**config.mk**
```make
export PLATFORM = sky130hd
export DESIGN_NAME = ps2_host_tx
export DESIGN_NICKNAME = d
export VERILOG_FILES = /design/src/rtl/ps2_pkg.sv /design/src/rtl/ps2_line_sync.sv /design/src/rtl/ps2_host_tx.sv
export SDC_FILE = /design/constraint.sdc
export NUM_CORES = 1
export LEC_CHECK = 0
export CAP_MARGIN = 10
export CORE_ASPECT_RATIO = 1.75
export CORE_MARGIN = 2
export CORE_UTILIZATION = 55
export DETAILED_ROUTE_END_ITERATION = 16
export PLACE_DENSITY = 0.76
export SLEW_MARGIN = 20
export SYNTH_ARGS = -nofsm -noshare
export SYNTH_HDL_FRONTEND = slang
export SYNTH_SLANG_ARGS = --single-unit
```
**constraint.sdc**
```tcl
create_clock -name clock -period 5.9 [get_ports clock]
set_clock_uncertainty 0.05 [all_clocks]
set_input_delay 0.59 -clock clock [delete_from_list [all_inputs] [get_ports clock]]
set_output_delay 0.59 -clock clock [all_outputs]
set_load 0.005 [all_outputs]
```
**src/rtl/ps2_pkg.sv**
```systemverilog
// Shared types and constants for the PS/2 host transmitter.
// Holds the FSM state enum, default timing values and frame size.
// Also provides the odd-parity helper used when latching a command byte.
package ps2_pkg;

  // Default timing in system clocks at 10 MHz
  localparam int PS2_INHIBIT_CYCLES = 1200;   // 120 us clock-low inhibit
  localparam int PS2_REQ_CYCLES     = 20;     // 2 us data-low overlap
  localparam int PS2_FIRST_TIMEOUT  = 150000; // 15 ms wait for first device edge
  localparam int PS2_EDGE_TIMEOUT   = 2000;   // 200 us between later edges
  localparam int PS2_FRAME_BITS     = 11;     // start, 8 data, parity, stop
  localparam int PS2_TIMER_W        = 18;

  typedef logic [PS2_TIMER_W-1:0] timer_t;

  typedef enum logic [2:0] {
    IDLE,
    INHIBIT,
    REQ,
    SEND,
    ACK,
    WAIT_IDLE
  } ps2_tx_state_t;

  // Odd parity: the nine bits data+parity always hold an odd number of ones
  function automatic logic odd_parity(input logic [7:0] d);
    return ~^d;
  endfunction

endpackage

```
**src/rtl/ps2_line_sync.sv**
```systemverilog
// Purpose: bring one raw PS/2 line into the clock domain and flag its falling edges.
// Latency: line_sync lags the pin by 2 clocks; line_fall is valid the same cycle as line_sync.
// Backpressure: none, free-running observer of an asynchronous line.
module ps2_line_sync (
  input  logic clock,
  input  logic resetn,
  input  logic line_in,
  output logic line_sync,
  output logic line_fall
);

  logic s1_q, s1_d;
  logic s2_q, s2_d;
  logic prev_q, prev_d;

  // Shift chain: two metastability stages, then one stage of history for edge detect
  always_comb begin
    s1_d   = line_in;
    s2_d   = s1_q;
    prev_d = s2_q;
  end

  // Reset to the idle-high level so leaving reset never looks like a falling edge
  always_ff @(posedge clock) begin
    if (!resetn) begin
      s1_q   <= 1'b1;
      s2_q   <= 1'b1;
      prev_q <= 1'b1;
    end else begin
      s1_q   <= s1_d;
      s2_q   <= s2_d;
      prev_q <= prev_d;
    end
  end

  assign line_sync = s2_q;
  assign line_fall = prev_q & ~s2_q;

endmodule

```
**src/rtl/ps2_host_tx.sv**
```systemverilog
// Purpose: send one command byte to a PS/2 device via request-to-send and report its ACK.
// Latency: INHIBIT_CYCLES + REQ_CYCLES of bus request, then 11 device clocks plus a few cycles of line settling.
// Backpressure: tx_ready is high only in IDLE; tx_valid at any other time is dropped, nothing queues.
module ps2_host_tx
  import ps2_pkg::*;
#(
  parameter int INHIBIT_CYCLES = PS2_INHIBIT_CYCLES,
  parameter int REQ_CYCLES     = PS2_REQ_CYCLES,
  parameter int FIRST_TIMEOUT  = PS2_FIRST_TIMEOUT,
  parameter int EDGE_TIMEOUT   = PS2_EDGE_TIMEOUT
) (
  input  logic       clock,
  input  logic       resetn,
  input  logic [7:0] tx_data,
  input  logic       tx_valid,
  output logic       tx_ready,
  input  logic       ps2_clk_in,
  input  logic       ps2_data_in,
  output logic       ps2_clk_oe,
  output logic       ps2_data_oe,
  output logic       busy,
  output logic       done,
  output logic       ack_ok,
  output logic       error
);

  // Timer compares against limit-1 so the registered action lands exactly limit cycles after entry
  localparam timer_t INH_LAST   = timer_t'(INHIBIT_CYCLES - 1);
  localparam timer_t REQ_LAST   = timer_t'(REQ_CYCLES - 1);
  localparam timer_t FIRST_LAST = timer_t'(FIRST_TIMEOUT - 1);
  localparam timer_t EDGE_LAST  = timer_t'(EDGE_TIMEOUT - 1);
  // bitcnt value seen on the fall that releases data for the stop bit (fall 10)
  localparam logic [3:0] STOP_IDX = 4'(PS2_FRAME_BITS - 2);

  ps2_tx_state_t state_q, state_d;
  timer_t        timer_q, timer_d;
  logic [3:0]    bitcnt_q, bitcnt_d;
  logic [8:0]    shift_q, shift_d;
  logic          drive_q, drive_d;        // data_oe value while in SEND
  logic          ack_seen_q, ack_seen_d;  // ACK sampled on fall 11, published with done
  logic          ack_ok_q, ack_ok_d;
  logic          done_q, done_d;
  logic          error_q, error_d;

  logic clk_sync, clk_fall;
  logic data_sync, data_fall_unused;
  logic tmo;
  logic lines_idle;

  ps2_line_sync u_clk_sync (
    .clock     (clock),
    .resetn    (resetn),
    .line_in   (ps2_clk_in),
    .line_sync (clk_sync),
    .line_fall (clk_fall)
  );

  ps2_line_sync u_data_sync (
    .clock     (clock),
    .resetn    (resetn),
    .line_in   (ps2_data_in),
    .line_sync (data_sync),
    .line_fall (data_fall_unused)
  );

  assign lines_idle = clk_sync & data_sync;

  // Timeout detect: a device edge (or idle lines in WAIT_IDLE) on the limit cycle wins
  always_comb begin
    tmo = 1'b0;
    case (state_q)
      SEND:      tmo = ~clk_fall & (timer_q == ((bitcnt_q == 4'd0) ? FIRST_LAST : EDGE_LAST));
      ACK:       tmo = ~clk_fall & (timer_q == EDGE_LAST);
      WAIT_IDLE: tmo = ~lines_idle & (timer_q == EDGE_LAST);
      default:   tmo = 1'b0;
    endcase
  end

  // FSM state register
  always_ff @(posedge clock) begin
    if (!resetn) state_q <= IDLE;
    else         state_q <= state_d;
  end

  // FSM next-state logic
  always_comb begin
    state_d = state_q;
    case (state_q)
      IDLE:      if (tx_valid) state_d = INHIBIT;
      INHIBIT:   if (timer_q == INH_LAST) state_d = REQ;
      REQ:       if (timer_q == REQ_LAST) state_d = SEND;
      SEND: begin
        if (clk_fall) begin
          if (bitcnt_q == STOP_IDX) state_d = ACK;
        end else if (tmo) begin
          state_d = IDLE;
        end
      end
      ACK: begin
        if (clk_fall)  state_d = WAIT_IDLE;
        else if (tmo)  state_d = IDLE;
      end
      WAIT_IDLE: begin
        if (lines_idle) state_d = IDLE;
        else if (tmo)   state_d = IDLE;
      end
      default:   state_d = IDLE;
    endcase
  end

  // FSM outputs: open-drain enables and handshake flags decoded from state
  always_comb begin
    ps2_clk_oe  = 1'b0;
    ps2_data_oe = 1'b0;
    case (state_q)
      INHIBIT: ps2_clk_oe = 1'b1;
      REQ: begin
        ps2_clk_oe  = 1'b1;
        ps2_data_oe = 1'b1;
      end
      SEND:    ps2_data_oe = drive_q;
      default: ;
    endcase
  end

  assign tx_ready = (state_q == IDLE);
  assign busy     = ~tx_ready;
  assign done     = done_q;
  assign error    = error_q;
  assign ack_ok   = ack_ok_q;

  // Datapath next values: timer, bit counter, shift register, data drive and result flags
  always_comb begin
    timer_d    = (timer_q == '1) ? timer_q : timer_q + 1'b1;
    bitcnt_d   = bitcnt_q;
    shift_d    = shift_q;
    drive_d    = drive_q;
    ack_seen_d = ack_seen_q;
    ack_ok_d   = ack_ok_q;
    done_d     = 1'b0;
    error_d    = tmo;
    if (state_d != state_q) timer_d = '0;
    case (state_q)
      IDLE: begin
        drive_d = 1'b0;
        if (tx_valid) begin
          shift_d  = {odd_parity(tx_data), tx_data};
          bitcnt_d = 4'd0;
        end
      end
      REQ: begin
        // Start bit: data stays low into SEND until the first device fall
        drive_d  = 1'b1;
        bitcnt_d = 4'd0;
      end
      SEND: begin
        if (clk_fall) begin
          bitcnt_d = bitcnt_q + 1'b1;
          timer_d  = '0;
          if (bitcnt_q < STOP_IDX) drive_d = ~shift_q[bitcnt_q];
          else                     drive_d = 1'b0;
        end
      end
      ACK: begin
        drive_d = 1'b0;
        if (clk_fall) ack_seen_d = ~data_sync;
      end
      WAIT_IDLE: begin
        if (lines_idle) begin
          done_d   = 1'b1;
          ack_ok_d = ack_seen_q;
        end
      end
      default: ;
    endcase
  end

  // Datapath registers
  always_ff @(posedge clock) begin
    if (!resetn) begin
      timer_q    <= '0;
      bitcnt_q   <= '0;
      shift_q    <= '0;
      drive_q    <= 1'b0;
      ack_seen_q <= 1'b0;
      ack_ok_q   <= 1'b0;
      done_q     <= 1'b0;
      error_q    <= 1'b0;
    end else begin
      timer_q    <= timer_d;
      bitcnt_q   <= bitcnt_d;
      shift_q    <= shift_d;
      drive_q    <= drive_d;
      ack_seen_q <= ack_seen_d;
      ack_ok_q   <= ack_ok_d;
      done_q     <= done_d;
      error_q    <= error_d;
    end
  end

endmodule
```
# Yosys cells after proc, flatten, opt, wreduce, memory -nomap -nowiden
# Cells that the tools add are included.
# Widths: inputs -> output; s select.
[totals] output_inout_bits=7 reg_bits=44 word_cells=82
[classes] n_reduce_logical=13 n_mux=26 magnitude_cmp=2 n_addsub=2 n_eq_ne=14 n_bitwise=11
[ops] op="$mux 18" count=5
[ops] op="$eq 18x11->1 const B" count=2
[ops] op="$mux 3" count=8
[ops] op="$add 18x1->18 const B" count=1
[ops] op="$eq 18x18->1" count=1
[ops] op="$eq 18x18->1 const B" count=1
[ops] op="$eq 18x5->1 const B" count=1
[ops] op="$pmux 3 s6" count=1
[ops] op="$pmux 4 s3" count=1
[ops] op="$reduce_and 2->1" count=5
[ops] op="$mux 4" count=2
[ops] op="$reduce_xnor 8->1" count=1
[ops] op="$eq 3x2->1 const B" count=2
[ops] op="$eq 3x3->1 const B" count=2
[ops] op="$not 1->1" count=6
[ops] op="$pmux 1 s3" count=2
[ops] op="$reduce_bool 3->1" count=2
[ops] op="$and 1x1->1" count=5
[ops] op="$lt 4x5->1 const B" count=1
[ops] op="$mux 1" count=5
[ops] op="$add 4x1->4 const B" count=1
[ops] op="$bmux 1 s4" count=1
[ops] op="$eq 4x4->1 const B" count=1
[ops] op="$logic_not 4->1" count=1
[ops] op="other kinds (8)" count=10

# Longest topological paths before layout
# Gate-level depths: netlist of the first run.
[logic_depth] word_depth=12 mapped_depth=9 ltp_nobuf=8

# By module
# Synthesis of the first run repeated with hierarchy kept, for this count alone.
[unflattened] hier_cells=287 hier_area_um2=2348.5
[modules_own_cells] module="ps2_host_tx" area_each_um2=2178.3 seq_area_each_um2=780.7 instances=1 cells_each=273
[modules_own_cells] module="ps2_line_sync" area_each_um2=85.1 seq_area_each_um2=60.1 instances=2 cells_each=7

# Least setup slack after synthesis of the first run
# OpenSTA, ideal clock, no wires.
[synth_path] path_type="reg-to-reg" startpoint="register bitcnt_q[0]" endpoint="register timer_q[10]" slack_ps=3900 setup_time_ps=115 path_stages_with_launch=10 arrival_ps=1835 path_buffers=1 path_cell_list="dfxtp_1 -> inv_1 -> ha_1 -> nor3b_1 -> nand4b_1 -> a211oi_1 -> o21ai_2 -> o211ai_4 -> buf_6 -> nor2_1"
[synth_between] elab_chain_len=12 elab_cells_between_ends=16
[synth_lines] element="from (decl)" line_no="ps2_host_tx.sv:37" source="logic [3:0] bitcnt_q, bitcnt_d;"
[synth_lines] element="from (signal assigned)" line_no="ps2_host_tx.sv:191" source="bitcnt_q <= bitcnt_d;"
[synth_lines] element="$logic_not 4->1" line_no="ps2_host_tx.sv:72" source="SEND: tmo = ~clk_fall & (timer_q == ((bitcnt_q == 4'd0) ? FIRST_LAST : EDGE_LAST));"
[synth_lines] element="$mux 18" line_no="ps2_host_tx.sv:72"
[synth_lines] element="$eq 18x18->1" line_no="ps2_host_tx.sv:72"
[synth_lines] element="$and 1x1->1" line_no="ps2_host_tx.sv:72"
[synth_lines] element="$pmux 1 s3" line_no="ps2_host_tx.sv:71" source="case (state_q)"
[synth_lines] element="$mux 3" line_no="ps2_host_tx.sv:95, ps2_host_tx.sv:101, ps2_host_tx.sv:105"
[synth_lines] element="$mux 3, on equally long branches" line_no="ps2_host_tx.sv:104, ps2_host_tx.sv:93, ps2_host_tx.sv:100"
[synth_lines] element="$pmux 3 s6 (*)" line_no="ps2_host_tx.sv:88" source="case (state_q)"
[synth_lines] element="$ne 3x3->1 (*)" line_no="ps2_host_tx.sv:142" source="if (state_d != state_q) timer_d = '0;"
[synth_lines] element="$mux 18 (*)" line_no="ps2_host_tx.sv:142"
[synth_lines] element="$mux 18" line_no="ps2_host_tx.sv:157" source="if (clk_fall) begin"
[synth_lines] element="$mux 18 (*)" line_no="ps2_host_tx.sv:143" source="case (state_q)"
[synth_lines] element="to (signal assigned)" line_no="ps2_host_tx.sv:190" source="timer_q <= timer_d;"
[synth_lines] element="to (decl)" line_no="ps2_host_tx.sv:36" source="timer_t timer_q, timer_d;"
# Mark *: on every way between the ends. The rest lies on a longest branch, timed or not.
# A chain may end at the register's enable or synchronous reset.

# Worst setup path in the final report of the first run
[layout_path] startpoint="register state_q[0]" endpoint="output port ps2_clk_oe"
[layout_between] elab_chain_len=3 elab_cells_between_ends=4
[layout_lines] element="from (decl)" line_no="ps2_host_tx.sv:35" source="ps2_tx_state_t state_q, state_d;"
[layout_lines] element="from (signal assigned)" line_no="ps2_host_tx.sv:82" source="else state_q <= state_d;"
[layout_lines] element="$eq 3x2->1 or $eq 3x1->1 (tied branches)" line_no="ps2_host_tx.sv:115" source="case (state_q)"
[layout_lines] element="$reduce_or 2->1 (no line) (*)"
[layout_lines] element="$mux 1 (*)" line_no="ps2_host_tx.sv:115"
[layout_lines] element="to (decl)" line_no="ps2_host_tx.sv:19" source="output logic ps2_clk_oe,"
# Marks and branches as above.

==> run metrics, run 1 <==
Die H 91.2 µm; library cells used by synthesis 56; vias in the first global route 1964; Least-Margin Pin Slew 0.641 ns; Clock transition at path regs 0.08 ns; drt total wl 5.09 mm; number of flops mapped to enable cells by yosys 0; Hold WC Path Type flop to flop; Overall Global Routing Usage 22.4%; post-CTS setup buffers 0; share of cells above drive strength 1 8.03%; Core Area 4150 µm²; global-route wire length before repair 8.55 mm; ranking of synthesized cells by area dfxtp_1 (37%), nand2_1 (6.6%), nor2_1 (4.7%), a21oi_1 (4.4%), xnor2_1 (4.4%); share of the synthesized area in the top cell type 36.9%; Worst EP required 5.26 ns; CTS tree yes; layout overhead on the synthesized area 11.2%; sequential share of power 55.5%; sequential element share of the synthesized area 36.9%; Antenna Nets Post-Route 0; Overall Power 567 µW; Register Area 881 µm²; Comb power frac 10.2%; minimum clock period 2.60 ns; Final HPWL DP 3.77 mm; largest net degree at the start of global routing 20; I/O pin cnt 20; Yosys top cell by area dfxtp_1; final hold vios 0; pre-CTS WS 3.36 ns; # DRC 0; Worst Setup Slack, final 3.30 ns; CTS root buf clkbuf_8; internal power 428 µW; Syn Nets 298; antenna cells 0; Die X 53.8 µm; area of the multi-input gates 1410 µm²; Synth Register Bits 44; max-cap viol count 0; clock power share 34.3%; leak pwr 0.000900 µW; Synth Instances 281; Worst setup SP type flop; initial DRC count 57; Vias/cell 5.87; post-route clock period utilization 44.1%; full die area 4910 µm²; CTS H-tree lvls 2; Port-buffer cells 19; ys async rst share 0%; outcome complete, no violations; Pre-antenna DRT Iters 4; Final Util 64.0%; Peak supply drop 0.000186 V; antenna violations before repair 0; worst rel slew slack 56.9%; FILL cells 372; RSZ-0062 raised after global routing false; Final nets 315; GP Congestion 0.835; Slew Limit Fails 0; worst-skew pair later-pin latency 0.29 ns; WL per Instance 14.6 µm; WP data arrival 1.96 ns; Initial Util 57.6%; setup TNS 0 ns; Peak Freq 0.385 GHz; grt ovf 0; Synth Cell Area 2390 µm²; prevailing post-synth register cell dfxtp_1; # clock sinks 44; WS Path Type flop to primary output; cts bufs inserted 5; worst hold slack 0.360 ns; Final Setup Violations 0; Vias 2043; CP max FO 18; row count 31; Mapped Avg Cell Area 8.50 µm²; switching share of power 24.4%; NetSw 138 µW; Worst Setup End Kind primary output; clk buf depth 2; PD cells 213 nW/µm²; hold_buf cts 0; Yosys warnings 0; post_cts resized 0
==> critical path, cell delays in order (launching register included) <==
cell and delay, ns:
dfxtp_1 0.74, nand2b_1 0.24, a21oi_1 0.17, clkdlybuf4s50_1 0.51
==> Yosys cell counts (3+ instances only) <==
| cell | instances |
|---|---|
| nor2_1 | 30 |
| or3_1 | 3 |
| dfxtp_1 | 44 |
| and3_1 | 6 |
| inv_1 | 5 |
| nor2b_1 | 3 |
| o21ai_0 | 7 |
| nand3_1 | 11 |
| ha_1 | 4 |
| clkbuf_1 | 3 |
| xnor2_1 | 12 |
| clkbuf_8 | 3 |
| nand2_1 | 42 |
| xor2_1 | 6 |
| a21oi_1 | 21 |
| a31oi_1 | 9 |
| nand4_1 | 7 |
| nand2b_1 | 10 |
| nor3_1 | 6 |
| mux2i_1 | 3 |
==> final cells by class <==
type                    instances  area share [%]
multi-input cells             222            53.0
flip-flops and latches         44            33.2
repair buffers                 19            7.16
clock buffers                   6            3.11
well taps                      49            2.31
inverters                       6           0.848
clock inverters                 2           0.377
==> path summary, 6_finish.rpt <==
kind | from | depth (start not counted) | endpoint | slack (ns)
setup / recovery | state_q[0]$_SDFF_PN0_ | 3 | ps2_clk_oe | 3.30
hold / removal | u_data_sync.s1_q$_SDFF_PN1_ | 1 | u_data_sync.line_sync$_SDFF_PN1_ | 0.36
setup reg to reg | bitcnt_q[0]$_SDFFE_PN0P_ | 8 | timer_q[5]$_SDFF_PN0_ | 3.60
hold reg to reg | u_data_sync.s1_q$_SDFF_PN1_ | 1 | u_data_sync.line_sync$_SDFF_PN1_ | 0.36
==> cell families (layout without fill, tap and decap cells) <==
kind of cell / count (synthesis) / in the layout / share of synthesized area (%)
DFF: 44 / 44 / 36.9
and+or+nand+nor: 141 / 141 / 32.1
AOI/OAI and AO/OA: 53 / 53 / 14.6
buffers and inverters: 15 / 33 / 4.14
xor gates and xnor gates: 18 / 18 / 6.60
adders and majority gates: 4 / 4 / 2.10
muxes: 6 / 6 / 3.61
==> per-stage QoR <==
step                cell area [µm²]  instances
finish                         2660        348
global route                   2660        348
CTS                            2660        348
detailed placement             2560        340
global placement               2560        340
floorplan                      2390        281
==> registers in the layout, indices dropped and copies added, names as in the netlist <==
signal and cells:
u_clk_sync.line_sync 1, u_clk_sync.prev_q 1, bitcnt_q 4, u_data_sync.s1_q 1, timer_q 18, state_q 3, done 1, ack_seen_q 1
error 1, ack_ok 1, shift_q 9, u_clk_sync.s1_q 1, u_data_sync.line_sync 1, drive_q 1
==> layer usage <==
| layer | vias up | part of all wire, % | global-route usage [%] |
|---|---|---|---|
| met2 | 28 | 56 | 41.1 |
| met4 | 0 | 1.3 | 8.76 |
| met3 | 6 | 1.7 | 3.29 |
| li1 | 1034 | - | - |
| met1 | 975 | 41 | 23.9 |
| met5 | - | 0 | 0 |
==> power by group through the flow <==
stage | combinational (µW) | clock, µW | sequential [µW]
detailed placement | 58.4 | 0 | 321
CTS | 58.7 | 197 | 314
finish | 57.8 | 194 | 314
global placement | 57.3 | 0 | 321
global route | 64.4 | 210 | 316
floorplan | 43.6 | 0 | 317
==> placed cells by master, fill, tap and decap left out, types with 3 or more instances in the layout <==
cell and count:
a31oi_1 9, nor3_1 6, a21oi_1 21, nand2b_1 10
clkdlybuf4s50_1 19, and3_1 6, dfxtp_1 44, clkbuf_8 6
nand2_1 42, mux2i_1 3, xor2_1 6, nor2b_1 3
inv_1 5, nand3_1 11, nor2_1 30, or3_1 3
nand4_1 7, xnor2_1 12, ha_1 4, o21ai_0 7
No activity file was read; power rests on OpenSTA's default activity.
==> run 2: changes to the inputs <==
clock period = 2.6 ns   (was 5.9 ns; I/O delays follow)
==> run metrics, run 2 (synthesis gave the netlist of run 1 again) <==
Peak Freq 0.447 GHz; Vias/cell 5.82 (was 5.87); clock power share 39.2% (was 34.3%); CTS tree yes (unchanged); Least-Margin Pin Slew 0.538 ns (was 0.641 ns); NetSw 318 µW (was 138 µW); Slew Limit Fails 0 (unchanged); max reg flops 18 (unchanged); PD cells 514 nW/µm² (was 213 nW/µm²); # clock sinks 44 (unchanged); vias in the first global route 2017 (was 1964); Core Area 4150 µm² (unchanged); Antenna Nets Post-Route 0 (unchanged); Initial Util 57.6% (unchanged); post_cts resized 0 (unchanged); cts bufs inserted 5 (unchanged); grt ovf 0 (unchanged); Reg with most FFs timer_q (unchanged); max-cap viol count 0 (unchanged); outcome complete, no violations (unchanged); # DRC 0 (unchanged); sequential share of power 51.0% (was 55.5%); worst rel slew slack 63.8% (was 56.9%); Peak supply drop 0.000464 V (was 0.000186 V); Final nets 319 (was 315); Port-buffer cells 19 (unchanged); area of the multi-input gates 1410 µm² (unchanged); row count 31 (unchanged); drt total wl 5.05 mm (was 5.09 mm); largest net degree at the start of global routing 19 (was 20); Register Area 881 µm² (unchanged); WP data arrival 1.93 ns (was 1.96 ns); switching share of power 22.8% (was 24.4%); final hold vios 0 (unchanged); post-route clock period utilization 86.1%; share of cells above drive strength 1 9.24% (was 8.03%); Comb power frac 9.8% (was 10.2%); leak pwr 0.000930 µW (was 0.000900 µW); Regs by FF count timer_q (18), shift_q (9), bitcnt_q (4) (unchanged); setup TNS 0 ns (unchanged); full die area 4910 µm² (unchanged); WL per Instance 14.3 µm (was 14.6 µm); clk buf depth 2 (unchanged); I/O pin cnt 20 (unchanged); RSZ-0062 raised after global routing false (unchanged); CTS root buf clkbuf_8 (unchanged); layout overhead on the synthesized area 13.7% (was 11.2%); Vias 2049 (was 2043); antenna cells 0 (unchanged); Layout Cells excl Fill 352 (was 348); CTS H-tree lvls 2 (unchanged); GP Congestion 0.882 (was 0.835); post-CTS setup buffers 0 (unchanged); WS Path Type flop to primary output (unchanged); most common cell after layout, fill and taps aside dfxtp_1 (unchanged); Overall Global Routing Usage 23.4% (was 22.4%); hold_buf cts 0 (unchanged); worst-skew pair later-pin latency 0.30 ns (was 0.29 ns); Hold WC Path Type flop to flop (unchanged); Clock transition at path regs 0.08 ns (about the same); CP max FO 12 (was 18); Worst EP required 2.29 ns (was 5.26 ns); FILL cells 354 (was 372); Inst Count DP 344 (was 340); Die H 91.2 µm (unchanged); Worst Setup End Kind primary output (unchanged); global-route wire length before repair 8.56 mm (was 8.55 mm); Pre-antenna DRT Iters 4 (unchanged); minimum clock period 2.24 ns; initial DRC count 43 (was 57); Die X 53.8 µm (unchanged); Final HPWL DP 3.84 mm (was 3.77 mm); most frequent cells in the layout dfxtp_1 (44), nand2_1 (42), nor2_1 (30) (unchanged); internal power 1080 µW (was 428 µW); Worst setup SP type flop (unchanged); antenna violations before repair 0 (unchanged); Final Setup Violations 0 (unchanged)
-- run 2: per-layer routing --
layer | global-route usage [%] | wire [µm] | part of all wire [%] | up-vias
li1 | - | - | - | 1041
met1 | 23.5 | 1940 | 38 | 962
met2 | 41.3 | 2810 | 56 | 34
met3 | 4.44 | 149 | 3.0 | 12
met4 | 14.3 | 153 | 3.0 | 0
met5 | 0 | 0 | 0 | -
-- run 2: stage by stage --
stage | area [µm²] | setup slack (ns) | hold WS (ns) | utilization (%) | power [µW]
2_1_floorplan | 2390 | 0.600 | 0.283 | - | 818
3_3_place_gp | 2590 | 0.407 | 0.338 | 62.5 | 864
3_5_place_dp | 2590 | 0.374 | 0.347 | 62.5 | 867
4_1_cts | 2720 | 0.352 | 0.367 | 65.4 | 1410
5_1_grt | 2720 | 0.134 | 0.378 | 65.4 | 1460
6_report | 2720 | 0.362 | 0.364 | 65.4 | 1400
-- run 2: final timing paths --
check                              from                              end  slack (ns)  depth (start not counted)
max               state_q[0]$_SDFF_PN0_                       ps2_clk_oe        0.36                          4
min          u_clk_sync.s1_q$_SDFF_PN1_  u_clk_sync.line_sync$_SDFF_PN1_        0.36                          1
max reg2reg    bitcnt_q[0]$_SDFFE_PN0P_            timer_q[5]$_SDFF_PN0_        0.39                          8
min reg2reg  u_clk_sync.s1_q$_SDFF_PN1_  u_clk_sync.line_sync$_SDFF_PN1_        0.36                          1
-- run 2: area by class of cell --
cell class                      instances  area share, %
Clock buffer                            6           3.04
Clock inverter                          2           1.43
Inverter                                6          0.829
Multi-Input combinational cell        222           51.9
Sequential cell                        44           32.4
Tap cell                               49           2.26
Timing Repair Buffer                   23           8.11
-- run 2: power by group through the flow --
stage / clock [µW] / sequential (µW) / combinational, µW
after floorplan: 0 / 719 / 99.0
after global placement: 0 / 727 / 137
after detailed placement: 0 / 728 / 139
after CTS: 557 / 712 / 139
after global routing: 591 / 715 / 152
final: 547 / 711 / 137
-- run 2: worst max-delay path, cell delays in order, from the launching register on --
cell             delay [ns]
dfxtp_1                0.59
buf_4                  0.23
nand2b_1               0.13
a21oi_1                0.16
clkdlybuf4s50_1        0.52
